### src/rtl/run_count_scheduler_pkg.sv
// Shared types for the run-count scheduler: FSM state encoding and a width helper.
package run_count_scheduler_pkg;

  typedef enum logic [2:0] {
    ST_IDLE    = 3'd0,
    ST_CLEAR   = 3'd1,
    ST_MEASURE = 3'd2,
    ST_DRAIN   = 3'd3,
    ST_REPORT  = 3'd4
  } state_t;

  // Bits needed to hold values 0..n-1, never less than 1.
  function automatic int clog2(input int n);
    int r;
    r = 0;
    while ((1 << r) < n) r++;
    return (r < 1) ? 1 : r;
  endfunction

endpackage

### src/rtl/run_count_scheduler_rr_arbiter.sv
// Combinational round-robin pick: lowest requesting index at or after ptr, wrapping.
module run_count_scheduler_rr_arbiter
  import run_count_scheduler_pkg::*;
#(
  parameter int N_CH = 4
) (
  input  logic [N_CH-1:0]        req,
  input  logic [clog2(N_CH)-1:0] ptr,
  input  logic                   en,
  output logic [N_CH-1:0]        gnt,
  output logic [clog2(N_CH)-1:0] idx
);

  localparam int IW = clog2(N_CH);

  int j;

  always_comb begin
    gnt = '0;
    idx = '0;
    j   = 0;
    if (en) begin
      // Scan from farthest to nearest so the last hit is the nearest to ptr.
      for (int i = N_CH - 1; i >= 0; i--) begin
        j = int'(ptr) + i;
        if (j >= N_CH) j = j - N_CH;
        if (req[IW'(j)]) begin
          gnt           = '0;
          gnt[IW'(j)]   = 1'b1;
          idx           = IW'(j);
        end
      end
    end
  end

endmodule

### src/rtl/run_count_scheduler.sv
// Time-shares one external consecutive-ones run counter between N_CH serial channels,
// returning each window's count with its channel id over a valid/ready port.
module run_count_scheduler
  import run_count_scheduler_pkg::*;
#(
  parameter int N_CH      = 4,
  parameter int CW        = 8,
  parameter int WLW       = 16,
  parameter int DRAIN_CYC = 2
) (
  input  logic                   clk,
  input  logic                   rst,
  input  logic [N_CH-1:0]        req,
  input  logic [N_CH-1:0]        din_bus,
  input  logic [WLW-1:0]         window_len,
  output logic                   cnt_rst,
  output logic                   cnt_din,
  input  logic [CW-1:0]          cnt_count,
  output logic [N_CH-1:0]        grant,
  output logic                   busy,
  output logic                   res_valid,
  input  logic                   res_ready,
  output logic [CW-1:0]          res_count,
  output logic [clog2(N_CH)-1:0] res_chan,
  output state_t                 dbg_state
);

  localparam int IW = clog2(N_CH);
  localparam int DW = clog2(DRAIN_CYC + 1);

  state_t          state;
  logic [IW-1:0]   ptr;
  logic [IW-1:0]   chan;
  logic [WLW-1:0]  wcnt;
  logic [DW-1:0]   dcnt;
  logic [WLW-1:0]  w_eff;
  logic [IW-1:0]   next_ptr;
  logic [N_CH-1:0] arb_gnt;
  logic [IW-1:0]   arb_idx;
  logic            arb_en;

  assign w_eff    = (window_len == '0) ? WLW'(1) : window_len;
  assign next_ptr = (chan == IW'(N_CH - 1)) ? '0 : chan + IW'(1);
  assign arb_en   = (state == ST_IDLE) && !res_valid;

  run_count_scheduler_rr_arbiter #(.N_CH(N_CH)) u_arb (
    .req (req),
    .ptr (ptr),
    .en  (arb_en),
    .gnt (arb_gnt),
    .idx (arb_idx)
  );

  assign cnt_rst   = rst || (state == ST_CLEAR);
  assign cnt_din   = !rst && (state == ST_MEASURE) && din_bus[chan];
  assign busy      = (state != ST_IDLE);
  assign dbg_state = state;

  // Result port: res_valid rises on entry to REPORT and holds, with res_count/res_chan
  // stable, until a cycle where res_valid && res_ready; that edge is the transfer.
  always_ff @(posedge clk) begin
    if (rst) begin
      state     <= ST_IDLE;
      grant     <= '0;
      res_valid <= 1'b0;
      res_count <= '0;
      res_chan  <= '0;
      ptr       <= '0;
      chan      <= '0;
      wcnt      <= '0;
      dcnt      <= '0;
    end else begin
      case (state)
        ST_IDLE: begin
          if (arb_en && (|req)) begin
            grant <= arb_gnt;
            chan  <= arb_idx;
            wcnt  <= w_eff;
            state <= ST_CLEAR;
          end
        end
        ST_CLEAR: state <= ST_MEASURE;
        ST_MEASURE: begin
          if (wcnt == WLW'(1)) begin
            wcnt  <= '0;
            dcnt  <= DW'(DRAIN_CYC);
            state <= ST_DRAIN;
          end else begin
            wcnt <= wcnt - WLW'(1);
          end
        end
        ST_DRAIN: begin
          if (dcnt == DW'(1)) begin
            dcnt      <= '0;
            res_count <= cnt_count;
            res_chan  <= chan;
            res_valid <= 1'b1;
            state     <= ST_REPORT;
          end else begin
            dcnt <= dcnt - DW'(1);
          end
        end
        ST_REPORT: begin
          if (res_ready) begin
            res_valid <= 1'b0;
            grant     <= '0;
            ptr       <= next_ptr;
            state     <= ST_IDLE;
          end
        end
        default: state <= ST_IDLE;
      endcase
    end
  end

endmodule

### config.mk
export PLATFORM = sky130hd
export DESIGN_NAME = run_count_scheduler
export DESIGN_NICKNAME = d
export VERILOG_FILES = /design/src/rtl/run_count_scheduler_pkg.sv /design/src/rtl/run_count_scheduler_rr_arbiter.sv /design/src/rtl/run_count_scheduler.sv
export SDC_FILE = /design/constraint.sdc
export NUM_CORES = 1
export LEC_CHECK = 0
export CORE_MARGIN = 2
export CORE_UTILIZATION = 55
export DETAILED_ROUTE_END_ITERATION = 6
export GPL_ROUTABILITY_DRIVEN = 0
export PLACE_DENSITY = 0.85
export SLEW_MARGIN = 10
export SYNTH_ARGS = -nofsm -noshare
export SYNTH_HDL_FRONTEND = slang
export SYNTH_SLANG_ARGS = --single-unit
### constraint.sdc
create_clock -name clk -period 6.4 [get_ports clk]
set_input_delay 1.28 -clock clk [delete_from_list [all_inputs] [get_ports clk]]
set_output_delay 1.28 -clock clk [all_outputs]
set_load 0.02 [all_outputs]
==> flow_summary.yaml, run 1 <==
cells_and_area:
  fin_cells: 418
  num_antenna_cells: 0
  area_delta_synth_final_pct: 23.2
  layout-drive-gt1-share_pct: 9.34
  nets: 408
  n_fill_cell: 399
floorplanning:
  die_w_um: 73.4
  initial_utilization_pct: 56.4
  die_h_um: 73.4
  dieArea_um2: 5380
  core-area_um2: 4690
  fp-row-count: 25
  ios: 56
routing:
  dr_wl_met3_um: 529
  drc: 0
  finalWirelength_mm: 6.69
  wl_met2_mm: 3.05
  top_layer_used: "met4"
  wl_per_cell_um: 16.0
  drt_iter0_drc: 225
  vias: 2632
  dr.pass1.iters: 5
  antenna_left: 0
  wl_met1_mm: 3.03
  viasPerCell: 6.30
timing:
  rsz0062_at_grt: "no"
  max_freq_ghz: 0.216
  final.setup_skew_ns: 0.0112
  setup_tns_ns: 0
  setup_violations: 0
  hold_viol: 0
  worstMarginPinSlew_ns: 0.834
  period_share_pct: 72.5
  layout_setup_ws_ns: 1.76
  finalCriticalPeriod_ns: 4.64
  relSlewSlack_pct: 44.0
  report.final.slew_viol_count: 0
  hold_ws_ns: 0.466
setup_path:
  crit_start: "rst"
  setup.worst_path.end_class: "output port"
  cp_slowest_stage_delay_ns: 0.99
  critPathCapture: "cnt_rst"
  cp_common_cell: "clkdlybuf4s50_1"
  ff2ff_setup_slack_ns: 3.70
  r2r_cells: 7
  cp_cell_sequence: "clkdlybuf4s50_1 > inv_1 > o21ai_0 > clkdlybuf4s50_1"
  path_class: "primary input to output port"
  rr_startpoint: "ptr[0]"
  worstReg2RegEnd: "grant[0]"
  required_ns: 5.12
  cp_max_fo: 22
  slowest_stage: "clkdlybuf4s50_1"
  start_kind: "primary input"
  cp_data_arrival_time_ns: 3.36
power_and_ir_drop:
  power_density_nw_per_um2: 231
  vdd_drop_max_mv: 0.141
  p_leak_uw: 0.00114
  total_power_uw: 753
synth:
  synth_common_cells: "dfxtp_1 (40), nand2_1 (38), a21oi_1 (34)"
  synthTopCellsByArea: "dfxtp_1 (30%), a21oi_1 (6.4%), nand2_1 (5.4%)"
  ys_seq_elements: 40
  synthArstFlopShare_pct: 0
  ys_seq_area_share_pct: 30.3
  synth-edff-count: 0
  syn-cell-area_um2: 2650
  yosysMostFrequentCell: "dfxtp_1"
  synth_top_cell_by_area: "dfxtp_1"
  avgSynthCellArea_um2: 8.27
  yosysWarnings: 0
  synth.distinct_cells: 62
  synth.net_count: 365
  synth_cells: 320
  dominantRegCellSynth: "dfxtp_1"
  synth.top_cell.area_share_pct: 30.3
flow_run:
  cap_violations: 0
cts:
  htreeDepth: 2
  ctsHoldBuffers: 0
  clkLatencyLatePin_ns: 0.30
  cts_tree: "done"
  cts_buffers: 5
  cts_setup_buffers: 0
  cts.reportedPaths.clkPinSlew_ns: 0.08
  clockBufferDepth: 2
  numClockSinks: 40
  cts-root-buf: "clkbuf_8"
  cts_resized: 0
worst_hold_path:
  hp-class: "flop to flop"
global_routing:
  grt_pass1_vias: 2404
  grt_pass1_wl_mm: 11.0
  overflow: 0
  grt_start_max_net_pins: 23
  antenna_found_initial: 0
  grt_usage_pct: 25.9
placed_design:
  pre_cts_slack_ns: 1.78
  placed_cells: 410
  io_buffers: 55
  hpwl_mm: 4.78
status:
  status: "finished clean"
per-layer routing:
metal,vias up,track usage [%]
li1,1280,-
met1,1236,32.7
met2,104,42.2
met3,12,7.82
met4,0,8.48
met5,-,0
final cells by class:
type	count	area (µm²)	area share, %
Clock buffer	6	82.6	2.53
Clock inverter	2	15.0	0.461
Inverter	9	33.8	1.04
Multi-Input combinational cell	251	1700	52.2
Sequential cell	40	801	24.6
Tap cell	54	67.6	2.07
Timing Repair Buffer	56	558	17.1
flip-flops by register name, summed over array words and instances, names as in the netlist:
register and flops:
chan 2, wcnt 16, dbg_state 3, ptr 2
res_valid 1, grant 4, dcnt 2, res_chan 2
res_count 8
power breakdown:
| group | switching, µW | leakage, µW | internal [µW] |
|---|---|---|---|
| Clock | 93.8 | 0.0000434 | 87.3 |
| Combinational | 140 | 0.000769 | 119 |
| Sequential | 39.3 | 0.000327 | 273 |
metrics by stage:
stage / util (%) / cell area, µm²
floorplan: - / 2650
global placement: 67.4 / 3160
detailed placement: 67.4 / 3160
CTS: 69.5 / 3260
global route: 69.5 / 3260
finish: 69.5 / 3260
critical path: cells and delay by family:
| family | cells | cell delay (ns) |
|---|---|---|
| buffers and inverters | 3 | 1.92 |
| AO/OA/AOI/OAI | 1 | 0.16 |
cell usage in the layout, fill, tap and decap left out, types with 2 or more instances in the layout:
master           synthesis  layout
nand2b_1                 3       3
ha_1                    10      10
a211oi_1                 5       5
nand4_1                  6       6
or2_1                    2       2
o211ai_1                 3       3
dfxtp_1                 40      40
nor3_1                  16      16
nand2_1                 38      38
o21ai_0                 12      12
nor3_2                   2       2
clkbuf_8                 0       6
or4_4                    2       2
and3_1                   3       3
xor2_1                   4       4
o22ai_1                  3       3
a22oi_1                  5       5
mux2i_1                  5       5
nor2_1                  14      14
or3_1                    3       3
a221o_1                  3       3
clkinvlp_4               0       2
xnor2_1                  2       2
inv_1                    9       9
nor2b_1                  7       7
a21oi_1                 34      34
nor4_1                  11      11
clkdlybuf4s50_1          0      55
a31oi_1                  2       2
a22o_1                  10      10
nand3_1                  9       9
mux4_2                   2       2
a22oi_2                  3       3
mux2_2                   4       4
worst min-delay path by stage:
stage / from / to / slack, ns / depth (start not counted)
after global routing: grant[0] / grant[0] / 0.49 / 2
after floorplan: dcnt[0] / dcnt[0] / 0.45 / 2
final: res_count[6] / res_count[6] / 0.47 / 2
after global placement: res_count[6] / res_count[6] / 0.44 / 2
after CTS: res_count[7] / res_count[7] / 0.47 / 2
after detailed placement: grant[0] / grant[0] / 0.45 / 2
kinds of logic after synthesis:
| family | count (synthesis) | synth area share [%] |
|---|---|---|
| AND/OR/NAND/NOR | 129 | 27.1 |
| AO/OA/AOI/OAI | 95 | 25.3 |
| flip-flops | 40 | 30.3 |
| buffers and inverters | 29 | 5.39 |
| multiplexers | 11 | 5.30 |
| adder cells (fa/ha/maj) | 10 | 4.73 |
| XOR/XNOR | 6 | 1.99 |
Power figures use the tool's default switching activity.
==> inputs of run 2 (changes only) <==
Settings changed: CORE_UTILIZATION 55 to 51, PLACE_DENSITY 0.85 to 0.8.
Clock period 6.4 ns to 4.3 ns, I/O delays scaled along.
==> run 2 against run 1 <==
  * Sequential power increased by 49%
  * Core utilization fell by 4.1 points
  * Critical endpoint unchanged
  * Clock power increased by 77%
  * Global-route usage shrank 0.41 points
  * Highest routed layer unchanged
  * First-iteration DRC count is 13% lower
  * Setup slack lost 0.99 ns
  * Sequential cell count did not move
  * Via count stayed put
==> flow_summary.yaml, run 2 (synthesis results as in run 1) <==
status:
  status: "finished clean"
global_routing:
  grt_usage_pct: 25.5
  grt_pass1_vias: 2642
  grt_pass1_wl_mm: 12.3
  antenna_found_initial: 0
  grt_start_max_net_pins: 28
  overflow: 0
cts:
  htreeDepth: 2
  cts_resized: 0
  cts_tree: "done"
  ctsHoldBuffers: 0
  cts.reportedPaths.clkPinSlew_ns: 0.09
  cts_setup_buffers: 0
  cts_buffers: 5
  clkLatencyLatePin_ns: 0.30
  clockBufferDepth: 2
  numClockSinks: 40
  cts-root-buf: "clkbuf_8"
floorplanning:
  dieArea_um2: 5780
  initial_utilization_pct: 52.5
  die_w_um: 76.0
  core-area_um2: 5040
  ios: 56
  die_h_um: 76.0
  fp-row-count: 26
setup_path:
  crit_family: "buffers and inverters"
  start_kind: "primary input"
  setup.worst_path.end_class: "output port"
  cp_cell_sequence: "clkdlybuf4s50_1 > inv_1 > o21ai_0 > clkdlybuf4s50_1"
  cp_common_cell: "clkdlybuf4s50_1"
  cp_max_fo: 12
  path_buf_inv: 3
  cp_data_arrival_time_ns: 2.67
  path_class: "primary input to output port"
  required_ns: 3.44
  cp_slowest_stage_delay_ns: 0.76
  slowest_stage: "clkdlybuf4s50_1"
routing:
  dr_wl_met3_um: 583
  drt_iter0_drc: 196
  wl_met1_mm: 3.05
  finalWirelength_mm: 7.13
  antenna_left: 0
  drc: 0
  dr.pass1.iters: 5
  viasPerCell: 6.06
  wl_per_cell_um: 16.4
  vias: 2632
  top_layer_used: "met4"
  wl_met2_mm: 3.37
power_and_ir_drop:
  power_density_nw_per_um2: 356
  p_leak_uw: 0.00115
  vdd_drop_max_mv: 0.265
cells_and_area:
  final_common_cell: "clkdlybuf4s50_1"
  reg_top3: "wcnt: 16 flops, res_count: 8 flops, grant: 4 flops"
  n_fill_cell: 422
  area_delta_synth_final_pct: 24.7
  num_antenna_cells: 0
  layout-drive-gt1-share_pct: 9.34
  nets: 408
  fin_cells: 434
  largest_reg_flops: 16
  largest_register: "wcnt"
  mostFrequentLayoutCells: "clkdlybuf4s50_1 (55), dfxtp_1 (40), nand2_1 (38)"
timing:
  relSlewSlack_pct: 40.3
  setup_violations: 0
  report.final.slew_viol_count: 0
  finalCriticalPeriod_ns: 3.53
  period_share_pct: 82.0
  hold_viol: 0
  setup_tns_ns: 0
  max_freq_ghz: 0.284
  worstMarginPinSlew_ns: 0.889
  final.setup_skew_ns: 0.00559
  rsz0062_at_grt: "no"
worst_hold_path:
  hp-class: "flop to flop"
flow_run:
  cap_violations: 0
placed_design:
  hpwl_mm: 5.06
  placed_cells: 426
  io_buffers: 55
==> run 2: cell count changes in the layout (fill, tap and decap cells not counted) <==
cell / before / now
clkinv_4: 0 / 2
clkbuf_8: 6 / 5
clkinvlp_4: 2 / 0
bufinv_16: 0 / 1
==> run 2: worst register-to-register path, cell delays in order (launching register included) <==
cell     delay (ns)
dfxtp_1        0.66
inv_1          0.24
ha_1           0.51
mux4_2         0.44
nor2_1         0.26
and3_1         0.23
a21oi_1        0.10
o41ai_2        0.25
==> run 2: metrics by stage <==
step | setup slack [ns] | util, % | hold WS [ns] | cell area (µm²) | power (µW)
global placement | 0.837 | 63.1 | 0.439 | 3180 | 845
CTS | 0.773 | 65.4 | 0.458 | 3300 | 1180
floorplan | 1.25 | - | 0.447 | 2650 | 741
finish | 0.773 | 65.4 | 0.460 | 3300 | 1170
global route | 0.662 | 65.4 | 0.474 | 3300 | 1250
detailed placement | 0.781 | 63.1 | 0.445 | 3180 | 856
==> run 2: cell type report <==
cell class              count  area [µm²]  area share [%]
multi-input cells         251        1700            51.6
clock inverters             3        47.5            1.44
well taps                  70        87.6            2.66
repair buffers             56         558            16.9
flip-flops and latches     40         801            24.3
inverters                   9        33.8            1.02
clock buffers               5        68.8            2.09
==> run 2: final timing paths <==
path | from | slack (ns) | end | cells after the start
min reg2reg | res_count[6] | 0.46 | res_count[6] | 2
max reg2reg | ptr[0] | 1.51 | grant[1] | 7
min | res_count[6] | 0.46 | res_count[6] | 2
max | rst | 0.77 | cnt_rst | 4
==> run 2: where the power goes <==
part	internal [µW]	switching, µW
Clock	175	145
Combinational	177	213
Sequential	407	58.8
Total	758	416
==> run 2: routing by layer <==
layer | track usage, % | up-vias
met1 | 31.3 | 1234
met5 | 0 | -
met2 | 42.3 | 102
li1 | - | 1280
met4 | 9.82 | 0
met3 | 7.46 | 16
